--- src/rtl/branch_pc_unit_pkg.sv ---
// Shared constants for the fetch-side PC generator and its pipeline registers.
package branch_pc_unit_pkg;

  localparam int unsigned XLEN_DEF     = 32;
  localparam logic [31:0] RESET_PC_DEF = 32'h0000_0000;
  localparam int unsigned INSN_BYTES   = 4;

  // Next-PC select encodings driven by the predictor
  localparam logic [1:0] PCSRC_SEQ = 2'b00;
  localparam logic [1:0] PCSRC_ID  = 2'b01;
  localparam logic [1:0] PCSRC_EX  = 2'b10;

endpackage

--- src/rtl/branch_meta_reg.sv ---
// Pipeline register with valid bit, hold (stall) and flush (bubble) controls.
module branch_meta_reg #(
  parameter int unsigned   W        = 32,
  parameter logic [W-1:0]  RST_DATA = '0
) (
  input  logic         clk_i,
  input  logic         rst_i,
  input  logic         hold_i,
  input  logic         flush_i,
  input  logic         valid_i,
  input  logic [W-1:0] data_i,
  output logic         valid_o,
  output logic [W-1:0] data_o
);

  // Flush beats hold; a bubble carries zeroed payload so nothing goes unknown
  always_ff @(posedge clk_i or negedge rst_i) begin
    if (!rst_i) begin
      valid_o <= 1'b0;
      data_o  <= RST_DATA;
    end else if (flush_i) begin
      valid_o <= 1'b0;
      data_o  <= '0;
    end else if (!hold_i) begin
      valid_o <= valid_i;
      data_o  <= data_i;
    end
  end

endmodule

--- src/rtl/branch_pc_unit.sv ---
// Fetch PC generator plus IF/ID and ID/EX branch metadata; resolves BEQ in EX.
module branch_pc_unit
  import branch_pc_unit_pkg::*;
#(
  parameter int unsigned      XLEN     = XLEN_DEF,
  parameter logic [XLEN-1:0]  RESET_PC = XLEN'(RESET_PC_DEF)
) (
  input  logic            clk_i,
  input  logic            rst_i,
  input  logic            stall_i,
  input  logic            id_branch_i,
  input  logic [XLEN-1:0] id_imm_i,
  input  logic            predict_i,
  input  logic [1:0]      pcsrc_i,
  input  logic [XLEN-1:0] ex_rs1_i,
  input  logic [XLEN-1:0] ex_rs2_i,
  output logic [XLEN-1:0] pc_o,
  output logic [XLEN-1:0] id_pc_o,
  output logic [XLEN-1:0] id_target_o,
  output logic            ex_branch_o,
  output logic            ex_taken_o,
  output logic [XLEN-1:0] ex_recover_pc_o
);

  localparam int unsigned IFID_W = XLEN;
  localparam int unsigned IDEX_W = 2 * XLEN + 2;
  // Idle ID/EX image looks predicted-taken from PC 0, so the recover PC reads 4
  localparam logic [IDEX_W-1:0] IDEX_RST = {XLEN'(0), XLEN'(0), 1'b1, 1'b0};

  logic              ex_redirect_c;
  logic              id_redirect_c;
  logic [XLEN-1:0]   pc_next_c;
  logic              ifid_valid;
  logic              idex_valid;
  logic [IDEX_W-1:0] idex_d_c;
  logic [IDEX_W-1:0] idex_q;
  logic [XLEN-1:0]   ex_pc;
  logic [XLEN-1:0]   ex_target;
  logic              ex_predict;
  logic              ex_is_branch;

  assign ex_redirect_c = pcsrc_i[1];
  assign id_redirect_c = (pcsrc_i == PCSRC_ID) && !stall_i;

  // Next fetch PC: EX recovery overrides everything, including a stall
  always_comb begin
    pc_next_c = pc_o + XLEN'(INSN_BYTES);
    if (ex_redirect_c) begin
      pc_next_c = ex_recover_pc_o;
    end else if (id_redirect_c) begin
      pc_next_c = id_target_o;
    end else if (stall_i) begin
      pc_next_c = pc_o;
    end
  end

  // Fetch PC register
  always_ff @(posedge clk_i or negedge rst_i) begin
    if (!rst_i) begin
      pc_o <= RESET_PC;
    end else begin
      pc_o <= pc_next_c;
    end
  end

  branch_meta_reg #(
    .W        (IFID_W),
    .RST_DATA ('0)
  ) u_ifid (
    .clk_i   (clk_i),
    .rst_i   (rst_i),
    .hold_i  (stall_i),
    .flush_i (ex_redirect_c || id_redirect_c),
    .valid_i (1'b1),
    .data_i  (pc_o),
    .valid_o (ifid_valid),
    .data_o  (id_pc_o)
  );

  assign id_target_o = id_pc_o + id_imm_i;
  assign idex_d_c    = {id_pc_o, id_target_o, predict_i, id_branch_i & ifid_valid};

  branch_meta_reg #(
    .W        (IDEX_W),
    .RST_DATA (IDEX_RST)
  ) u_idex (
    .clk_i   (clk_i),
    .rst_i   (rst_i),
    .hold_i  (1'b0),
    .flush_i (ex_redirect_c || stall_i),
    .valid_i (ifid_valid),
    .data_i  (idex_d_c),
    .valid_o (idex_valid),
    .data_o  (idex_q)
  );

  assign {ex_pc, ex_target, ex_predict, ex_is_branch} = idex_q;

  assign ex_branch_o     = idex_valid & ex_is_branch;
  assign ex_taken_o      = ex_branch_o & (ex_rs1_i == ex_rs2_i);
  assign ex_recover_pc_o = ex_predict ? (ex_pc + XLEN'(INSN_BYTES)) : ex_target;

endmodule
--- config.mk ---
export PLATFORM = sky130hd
export DESIGN_NAME = branch_pc_unit
export DESIGN_NICKNAME = d
export VERILOG_FILES = /design/src/rtl/branch_pc_unit_pkg.sv /design/src/rtl/branch_meta_reg.sv /design/src/rtl/branch_pc_unit.sv
export SDC_FILE = /design/constraint.sdc
export NUM_CORES = 1
export LEC_CHECK = 0
export BUFFER_PORTS_ARGS = -buffer_cell sky130_fd_sc_hd__buf_2
export CAP_MARGIN = 25
export CELL_PAD_IN_SITES_DETAIL_PLACEMENT = 2
export CELL_PAD_IN_SITES_GLOBAL_PLACEMENT = 2
export CORE_ASPECT_RATIO = 1.75
export CORE_MARGIN = 2
export CORE_UTILIZATION = 35
export CTS_BUF_LIST = sky130_fd_sc_hd__clkbuf_8
export CTS_CLUSTER_DIAMETER = 100
export DETAILED_ROUTE_END_ITERATION = 10
export GPL_TIMING_DRIVEN = 0
export HOLD_SLACK_MARGIN = 0.02
export PLACE_DENSITY_LB_ADDON = 0.1
export SETUP_SLACK_MARGIN = 0.3
export SLEW_MARGIN = 10
export SYNTH_ARGS = -nofsm -noshare
export SYNTH_HDL_FRONTEND = slang
export SYNTH_SLANG_ARGS = --single-unit
export TNS_END_PERCENT = 1
--- constraint.sdc ---
create_clock -name clk_i -period 9.02 [get_ports clk_i]
set_input_delay 2.255 -clock clk_i [delete_from_list [all_inputs] [get_ports clk_i]]
set_output_delay 2.255 -clock clk_i [all_outputs]
set_load 0.005 [all_outputs]
# Yosys cells after proc, flatten, opt, wreduce, memory -nomap -nowiden
# Cells that the tools add are included.
# W data, S select, Z words.
[word_totals]
ff_bits = 132
latch_bits = 0
ramBits = 0
rom_bits = 0
inputBits = 103
out_inout_bits = 130
word_cells = 29
n_memories = 0
[op_classes]
addsub = 3
n_mul = 0
div = 0
order_cmp = 0
n_eq_ne = 4
n_shift = 0
n_mux = 10
bitwise = 3
n_reduce_logical = 4
[op_table]
columns = ["operator", "n"]
rows = [
  ["$mux W32", 6],
  ["$mux W66", 1],
  ["$add A32 B3 Y32 const B", 2],
  ["$add A32 B32 Y32", 1],
  ["$eq A32 B32 Y1", 1],
  ["$and A1 B1 Y1", 3],
  ["$mux W1", 3],
  ["$ne A3 B1 Y1 const B", 1],
  ["$eq A2 B1 Y1 const B", 1],
  ["$logic_or A1 B1 Y1", 2],
  ["$ne A2 B1 Y1 const B", 1],
  ["$logic_and A1 B1 Y1", 1],
  ["$logic_not A1 Y1", 1],
]

# Longest topological paths before layout
[logic_depth]
depth_word = 4
depth_mapped = 10
ltp_nobuf = 10

# Cells and area by module
# Synthesis repeated with hierarchy kept, for this count alone.
[unflattened]
cells_unflattened = 1103
area_unflattened_um2 = 9668.0
[by_module_without_submodules]
columns = ["mod", "n_inst", "cells_each", "area_per_inst_um2", "seq_area_each_um2"]
rows = [
  ["branch_pc_unit", 1, 780, 5562.8, 800.8],
  ["branch_meta_reg (u_idex)", 1, 216, 2737.6, 1677.9],
  ["branch_meta_reg (u_ifid)", 1, 107, 1367.6, 825.8],
]

# Worst setup path before layout
# No wires, ideal clock.
[synth_timing]
path_type = "input to output"
from = "in id_imm_i[0]"
to = "out id_target_o[28]"
arrival_ns = 4.514
required_time_ns = 6.765
slack_ns = 2.251
path_stages = 10
n_path_buf = 0
cell_sequence = "ha_1 -> fa_1 -> a211oi_1 -> nor2_1 -> a211oi_1 -> o21ai_2 -> a41oi_4 -> o221ai_4 -> a21boi_0 -> xnor2_1"
[synth_between]
elab_chain_len = 1
[synth_rtl]
columns = ["element", "line", "source"]
rows = [
  ["from (decl)", "branch_pc_unit.sv:12", "input logic [XLEN-1:0] id_imm_i,"],
  ["$add A32 B32 Y32", "branch_pc_unit.sv:80", "assign id_target_o = id_pc_o + id_imm_i;"],
  ["to (decl)", "branch_pc_unit.sv:19", "output logic [XLEN-1:0] id_target_o,"],
]
# Every way passes these cells.

# Worst setup path after layout
[layout_timing]
from = "in id_imm_i[1]"
to = "out id_target_o[31]"
# Same word-level chain as after synthesis.

==> results.sh <==
export IMPL_r2r_cells=9
export IMPL_synth_edf_count=0
export IMPL_viasPerCell=5.72
export IMPL_yosys_warnings=0
export IMPL_slew_headroom=0.249
export IMPL_crit_chain="buf_2, ha_1, a211oi_1, nor4_1, nor2_1, nand2_1, a311oi_2, o21ai_0, xnor2_1, buf_2"
export IMPL_finalClockSkew_ns=0.0126
export IMPL_post_dp_hpwl_um=29600
export IMPL_cts_root_buf="clkbuf_8"
export IMPL_cts_buffers=17
export IMPL_dieHeight_um=211
export IMPL_dr_pass1_iters=4
export IMPL_required_ns=6.77
export IMPL_rows=76
export IMPL_drtIter0Drc=373
export IMPL_io_pins=233
export IMPL_wl_per_cell_um=24.5
export IMPL_antenna_found_initial=0
export IMPL_setup_viol=0
export IMPL_synth_top_cell_area_share=0.381
export IMPL_syn_to_final_growth_pct=22.6
export IMPL_use_met2=0.563
export IMPL_synth_nets=1095
export IMPL_regToRegSetupSlack_ns=5.17
export IMPL_drcViolationCount=0
export IMPL_ys_seq_elements=132
export IMPL_dieArea_sq_um=25900
export IMPL_grt_pass1_vias=9888
export IMPL_min_path_cells=1
export IMPL_synth_largest_area_cell="dfrtp_1"
export IMPL_path_clk_slew_ns=0.07
export IMPL_port_buffers=231
export IMPL_worst_path_max_delay_cell="a311oi_2"
export IMPL_synth_flop_cell="dfrtp_1"
export IMPL_cts_hold_buf=0
export IMPL_async_flop_share=1.00
export IMPL_initial_core_util=0.352
export IMPL_gr_usage_met1=0.311
export IMPL_core_sq_um=24400
export IMPL_cts_resized=0
export IMPL_grt_first_pass_wirelength_um=56900
export IMPL_grt_busiest_layer="met2"
export IMPL_tritoncts="built"
export IMPL_rr_endpoint="pc_o[31]"
export IMPL_gp_congestion=0.823
export IMPL_num_vias=8771
export IMPL_fmax_ghz=0.127
export IMPL_max_stage_delay_ns=0.67
export IMPL_met3_usage=0.0412
export IMPL_rsz0062_at_grt="no"
export IMPL_arrival_ns=5.61
export IMPL_drv_cap=0
export IMPL_totalWireLength_um=37500
export IMPL_crit_path_end_kind="output pin"
export IMPL_hp_class="flip-flop to flip-flop"
export IMPL_syn_instance_count=958
export IMPL_post_cts_repair_setup_buffers=0
export IMPL_critPathMaxFanout=3
export IMPL_fill_cells=2847
export IMPL_ys_top_cells_by_area="dfrtp_1, xor2_1, ha_1, a21oi_1, and2_1"
export IMPL_ys_seq_area_frac=0.384
export IMPL_num_nets_final=1346
export IMPL_status="finished, final reports clean"
export IMPL_dp_cells=1502
export IMPL_p_leak_nw=5.10
export IMPL_stdcell_count=1533
export IMPL_final_hold_viol_count=0
export IMPL_min_from="u_ifid.data_o[14]"
export IMPL_overflow=0
export IMPL_cts_sinks=132
export IMPL_critPathMostFrequentCell="buf_2"
export IMPL_min_to="u_idex.data_o[48]"
export IMPL_synth_cell_types=70
export IMPL_avgSynthCellArea_sq_um=8.98
export IMPL_tightest_slew_ns=1.12
export IMPL_vdd_drop_max_v=0.0000989
export IMPL_cts_path_max_buffers=2
export IMPL_drive_gt1_frac=0.243
export IMPL_cts_htree_levels=4
export IMPL_period_needed_ns=7.87
export IMPL_gr_usage_all_layers=0.296
export IMPL_die_x_um=123
export IMPL_antenna_left=0
export IMPL_slew_violations=0
export IMPL_criticalPathCategory="input pin to output pin"
export IMPL_r2r_start="u_ifid.data_o[1]"
export IMPL_grt_max_degree=88
export IMPL_fin_crit_sh=0.872
export IMPL_fin_setup_tns_ns=0
export IMPL_powerDensity_nw_per_um2=146
export IMPL_synth_area_sq_um=8610
export IMPL_clk_latency_ns=0.48
export IMPL_num_antenna_cells=0
export IMPL_critPathLaunchType="input pin"
## Yosys cell counts (all sizes together) (4+ instances only)
master	instances
inv	21
o21bai	4
a31oi	10
nand3	35
xor2	52
mux2	4
and4	7
clkbuf	44
o21a	5
nor2	92
and3	16
buf	17
o221ai	5
dfrtp	131
xnor2	37
o211ai	4
a21oi	85
nor4	14
or3	5
and2	65
a221o	20
ha	33
nand4	24
o31ai	4
mux2i	9
nor3	11
a211oi	9
a22o	31
nor3b	4
nand2	60
nor2b	4
a21o	14
o21ai	45
## logic make-up after synthesis
kind of cell    synth area share
buf+inv                   0.0388
simple gates               0.207
xor+xnor                  0.0914
compound gates             0.213
flops                      0.384
fa+ha+maj                 0.0503
mux                       0.0157
## critical path: cells and delay by family
family,cells,cell delay (ns)
AND/OR/NAND/NOR,3,0.76
buffers and inverters,2,0.31
AO/OA/AOI/OAI,3,1.56
XOR/XNOR,1,0.40
adder cells (fa/ha/maj),1,0.31
## routing by layer
layer  share of wire  up-vias
met5               0        -
met4           0.043        0
met3           0.036       74
met2            0.56      247
met1            0.36     4490
li1                -     3960
## cell usage in the layout (no fill, tap or decap), types with 6 or more instances in the layout
cell,n
a211oi_1,7
a21o_1,14
a21oi_1,82
a221o_1,20
a22o_1,31
a31oi_1,10
and2_1,64
and3_1,16
and4_1,7
buf_1,7
buf_2,238
clkbuf_1,43
clkbuf_8,20
clkinv_2,6
dfrtp_1,131
ha_1,33
inv_1,22
mux2i_1,9
nand2_1,60
nand3_1,35
nand4_1,24
nor2_1,91
nor3_1,11
nor4_1,14
o21ai_0,42
xnor2_1,37
xor2_1,51
## registers in the layout (all words and copies together) (netlist names)
name / flops
pc_o: 32
u_idex.data_o: 66
u_idex.valid_o: 1
u_ifid.data_o: 32
u_ifid.valid_o: 1
## worst max-delay path by stage
stage | from | to | slack, ns | cells after the start
6_report | id_imm_i[1] | id_target_o[31] | 1.15 | 10
5_1_grt | id_imm_i[1] | id_target_o[31] | 1.06 | 10
4_1_cts | id_imm_i[1] | id_target_o[31] | 1.13 | 10
3_5_place_dp | id_imm_i[1] | id_target_o[31] | 1.20 | 10
3_3_place_gp | id_imm_i[1] | id_target_o[31] | 1.19 | 10
2_1_floorplan | id_imm_i[0] | id_target_o[28] | 2.25 | 10
## final cells by class
type | instances | area, sq um | share of cell area
Clock inverter | 11 | 86.3 | 0.00818
Sequential cell | 132 | 3300 | 0.313
Clock buffer | 20 | 275 | 0.0261
Buffer | 61 | 255 | 0.0242
Multi-Input combinational cell | 744 | 4970 | 0.471
Inverter | 21 | 78.8 | 0.00747
Timing Repair Buffer | 232 | 1190 | 0.113
Tap cell | 312 | 390 | 0.0370
## through the flow
step	worst slack (ns)	utilization	cell area, sq um	total power, mW	hold WS (ns)
2_1_floorplan	2.25	-	8610	0.873	0.462
3_3_place_gp	1.19	0.415	10200	1.06	0.522
3_5_place_dp	1.20	0.417	10200	1.08	0.538
4_1_cts	1.13	0.432	10500	1.55	0.554
5_1_grt	1.06	0.432	10500	1.62	0.569
6_report	1.15	0.432	10500	1.54	0.546
## where the power goes
part           switching (mW)  internal, mW
clock network           0.243         0.233
logic                   0.224         0.151
registers              0.0613         0.629
No activity file was read; power rests on OpenSTA's default activity.
